===== src/rtl/demux_12_deser.sv =====
// demux_12_deser: two-channel serial-to-parallel demux with valid/ready word outputs.
// Define DEMUX_PARITY_EN for 8 data bits + 1 even-parity bit per frame with perr reporting.
module demux_12_deser (
  input  logic       clk,
  input  logic       rst,
  input  logic       D,
  input  logic       S,
  input  logic       D_valid,
  output logic       D_ready,
  output logic [7:0] Q0,
  output logic [7:0] Q1,
  output logic       Q0_valid,
  output logic       Q1_valid,
  input  logic       Q0_ready,
  input  logic       Q1_ready,
  output logic [1:0] perr
);
`ifdef DEMUX_PARITY_EN
  localparam logic [3:0] LAST = 4'd8;
  logic [1:0] r_perr;
`else
  localparam logic [3:0] LAST = 4'd7;
`endif
  logic [7:0] r_sr [2];
  logic [3:0] r_cnt [2];
  logic [7:0] r_q [2];
  logic [1:0] r_qv;
  logic [1:0] w_qrdy;
  logic [1:0] w_acc;
  logic [1:0] w_ld;
  logic [7:0] w_word [2];
  always_comb begin
    w_qrdy = {Q1_ready, Q0_ready};
    D_ready = !((r_cnt[S] == LAST) && r_qv[S] && !w_qrdy[S]);
    w_acc = 2'b00;
    w_ld = 2'b00;
    for (int c = 0; c < 2; c++) begin
      w_acc[c] = D_valid && D_ready && (S == c[0]);
      w_ld[c] = w_acc[c] && (r_cnt[c] == LAST);
`ifdef DEMUX_PARITY_EN
      w_word[c] = r_sr[c];
`else
      w_word[c] = {D, r_sr[c][7:1]};
`endif
    end
  end
  always_ff @(posedge clk or posedge rst) begin
    if (rst) begin
      for (int c = 0; c < 2; c++) begin
        r_sr[c] <= 8'h00;
        r_cnt[c] <= 4'd0;
        r_q[c] <= 8'h00;
      end
      r_qv <= 2'b00;
`ifdef DEMUX_PARITY_EN
      r_perr <= 2'b00;
`endif
    end else begin
      for (int c = 0; c < 2; c++) begin
        if (w_acc[c]) begin
          r_sr[c] <= {D, r_sr[c][7:1]};
          r_cnt[c] <= w_ld[c] ? 4'd0 : r_cnt[c] + 4'd1;
        end
        if (w_ld[c]) begin
          r_q[c] <= w_word[c];
`ifdef DEMUX_PARITY_EN
          r_perr[c] <= ^{r_sr[c], D};
`endif
        end
        r_qv[c] <= w_ld[c] || (r_qv[c] && !w_qrdy[c]);
      end
    end
  end
  assign Q0 = r_q[0];
  assign Q1 = r_q[1];
  assign Q0_valid = r_qv[0];
  assign Q1_valid = r_qv[1];
`ifdef DEMUX_PARITY_EN
  assign perr = r_perr;
`else
  assign perr = 2'b00;
`endif
endmodule

===== config.mk =====
export PLATFORM = sky130hd
export DESIGN_NAME = demux_12_deser
export DESIGN_NICKNAME = d
export VERILOG_FILES = /design/src/rtl/demux_12_deser.sv
export SDC_FILE = /design/constraint.sdc
export NUM_CORES = 1
export LEC_CHECK = 0
export ABC_CLOCK_PERIOD_IN_PS = 1500
export CAP_MARGIN = 25
export CORE_ASPECT_RATIO = 1.2
export CORE_UTILIZATION = 35
export CTS_CLUSTER_SIZE = 14
export DETAILED_ROUTE_END_ITERATION = 16
export PLACE_DENSITY = 0.57
export SETUP_SLACK_MARGIN = 0.5
export SYNTH_ARGS = -nofsm -noshare
export SYNTH_HDL_FRONTEND = slang
export SYNTH_SLANG_ARGS = --single-unit

===== constraint.sdc =====
create_clock -name clk -period 1.5 [get_ports clk]
set_input_delay 0.225 -clock clk [delete_from_list [all_inputs] [get_ports clk]]
set_output_delay 0.225 -clock clk [all_outputs]
set_load 0.005 [all_outputs]

==> impl_metrics.py <==
metrics = {
    "detailed_routing": {
        "routed_wirelength_um": 3877,
        "vias_per_cell": 4.827,
        "wire_per_inst_um": 15.26,
        "dr_total_vias": 1226,
        "drc": 0,
        "ant_nets": 0,
        "drt_iter0_markers": 55,
        "first_pass_iters": 4,
    },
    "hold_path": {
        "holdPathEnd": "r_qv[1]",
        "holdPathStages": 2,
        "holdCritPathClass": "in2reg",
        "hold_start": "Q1_ready",
    },
    "run_status": {
        "violations": "setup timing",
        "status": "finished, violations left",
    },
    "floorplanning": {
        "core_sq_mm": 0.004628,
        "die_w_um": 65.84,
        "die_h_um": 78.61,
        "die-area_sq_mm": 0.005175,
        "ioPinCount": 28,
        "core.rowCount": 27,
        "start_util": 0.3698,
    },
    "logic_synthesis": {
        "yosys.area.top_type": "dfrtp_1",
        "synth_top_area_frac": 0.5848,
        "avgSynthCellArea_sq_um": 13.80,
        "yosysSeqAreaShare": 0.5848,
        "synthFlopType": "dfrtp_1",
        "yosysMostFrequentCell": "dfrtp_1",
        "ys_top_cells_by_count": "dfrtp_1, mux2_2, nand2_1, a21oi_1",
        "synthesis.area_sq_mm": 0.001712,
        "synth_async_sr_flop_share": 1.000,
        "synth_cell_types": 30,
        "ys_ff_latch": 40,
        "syn_inst": 124,
        "synth.area.top_cells": "dfrtp_1, mux2_2, a21oi_1, o41ai_4, nand2_1",
        "ys_warn_count": 0,
        "synth_edf_count": 0,
    },
    "critical_path": {
        "slowest_stage": "dfrtp_1",
        "path_cells": "ha_2, and3b_2, o211ai_4, buf_12, mux2_4",
        "worstSetupStartpointType": "register",
        "arrival_ns": 1.72,
        "cp_data_required_time_ns": 1.67,
        "r2r_cells": 5,
        "worstReg2RegStart": "r_cnt[5]",
        "crit_family": "flip-flops",
        "crit_type": "reg2reg",
        "max_stage_delay_ns": 0.41,
        "r2r-end": "Q0[5]",
        "cp_max_fo": 8,
        "rrSetupSlack_ns": -0.06,
        "end_kind": "register",
        "crit_buf_inv": 1,
        "path_depth": 5,
    },
    "placement": {
        "io_buffers": 25,
        "dp_hpwl_um": 2325,
        "place_inst": 221,
        "place_congestion": 0.7807,
    },
    "global_routing": {
        "antenna_found_initial": 0,
        "grt_max_degree": 25,
        "grt_first_pass_wirelength_um": 6610,
        "grt.overflow.total": 0,
        "first_global_vias": 1373,
        "grt_use_total": 0.1715,
    },
    "timing": {
        "slew_viol_final": 0,
        "skew_ns": 0.005935,
        "finalCritPeriodShare": 1.037,
        "rsz0062_at_grt": "yes",
        "hold_violations": 0,
        "setup_viol": 25,
        "worst_slack_ns": -0.05615,
        "max_freq_ghz": 0.6426,
        "fin_hold_ws_ns": 0.2807,
        "min_period_ns": 1.556,
    },
    "cts": {
        "cts_made_buffers": 5,
        "cts_sinks": 40,
        "clk_latency_ns": 0.29,
        "cts_tree": "built",
        "cts_root_buf": "clkbuf_8",
        "clk_pin_slew_ns": 0.07,
        "cts_hold_buf": 0,
        "cts_htree_levels": 2,
        "clockBufferDepth": 2,
    },
    "final_layout": {
        "nets": 205,
        "fin_cells": 254,
        "fin_util": 0.5553,
        "n_antenna_cell": 0,
        "areaGrowthSynthToFinish_pct": 50.15,
        "drive_gt1_frac": 0.6327,
    },
    "pwr": {
        "power_uw": 4539,
        "power_density_mw_per_mm2": 1766,
        "leakage_uw": 0.001312,
        "peakVddDrop_uv": 811.6,
    },
    "run": {
        "drv_cap": 0,
    },
}
[metal layers]
metal / wire [um] / vias to the layer above / part of all wire / global-route usage
met1: 1640 / 604 / 0.42 / 0.1884
met4: 141 / 0 / 0.036 / 0.1000
met2: 1963 / 30 / 0.51 / 0.2929
li1: - / 578 / - / -
met5: 0 / - / 0 / 0
met3: 132 / 14 / 0.034 / 0.04215
[registers in the layout (all words and copies together), names as in the netlist]
signal and cells:
r_sr 14, Q0 8, Q1 8, r_cnt 8, r_qv 2
[through the flow]
stage	TNS, ns	instance area (sq um)	setup WS [ns]
final	-0.6308	2570	-0.05615
after CTS	-0.5225	2455	-0.05544
after global routing	-1.782	2570	-0.09508
after floorplan	0	1767	0.002758
after detailed placement	-13.40	2180	-0.4608
after global placement	-13.00	2180	-0.4090
[power by group]
part | switching [uW] | leakage [uW] | internal [uW]
clock | 346 | 0.0000503 | 409
combinational | 702 | 0.000767 | 1270
sequential | 284 | 0.000495 | 1530
total | 1330 | 0.00131 | 3210
[cell families (layout without fill, tap and decap cells)]
kind of cell	after synthesis	after routing	synth area share
muxes	33	33	0.2171
buffers and inverters	8	79	0.02339
other	1	2	0.002191
and+or+nand+nor	25	25	0.08845
adders and majority gates	2	2	0.01462
AOI/OAI and AO/OA	15	15	0.06945
DFF	40	40	0.5848
[cell usage in the layout, fill, tap and decap left out, types with 2 or more instances in the layout]
cell type | netlist | final
nand2_1 | 7 | 5
clkdlybuf4s50_1 | 0 | 2
inv_1 | 3 | 2
dfrtp_1 | 40 | 39
dlygate4sd2_1 | 0 | 4
clkbuf_8 | 0 | 7
nor2b_2 | 0 | 2
nand4_1 | 2 | 2
mux2_4 | 0 | 26
a21oi_1 | 6 | 4
a21oi_2 | 0 | 2
buf_6 | 0 | 13
buf_4 | 2 | 29
buf_2 | 2 | 19
nand2_2 | 0 | 2
conb_1 | 1 | 2
nand3_1 | 2 | 2
and2_1 | 2 | 2
and3b_2 | 0 | 2
mux2_2 | 33 | 7
[worst max path at each step]
stage,startpoint,endpoint
after CTS,r_cnt[7],D_ready
after global placement,Q0_ready,r_cnt[4]
after global routing,r_cnt[5],Q0[5]
after detailed placement,Q0_ready,r_cnt[4]
after floorplan,r_cnt[6],r_cnt[4]
final,r_cnt[5],Q0[5]
[area by class of cell]
class	instances	area (sq um)
fill	385	2058
sequential	40	1002
multi-input combinational	77	845.8
timing repair buffer	68	534.3
clock buffer	7	96.34
tap	58	72.57
inverter	4	18.77
[worst reg2reg max path, cell delays in order, from the launching register on]
cell      delay (ns)
dfrtp_1         0.41
ha_2            0.20
and3b_2         0.25
o211ai_4        0.10
buf_12          0.17
mux2_4          0.31
[repair_timing]
| item | 4_1_cts | 5_1_grt |
|---|---|---|
| pin swaps | 11 | 7 |
| resized for setup | 116 | 14 |
| setup endpoints to repair | 59 | 59 |
| cloned | 1 | 0 |
| setup buffers | 16 | 9 |
Note: power is estimated with default switching activity, not from simulation.
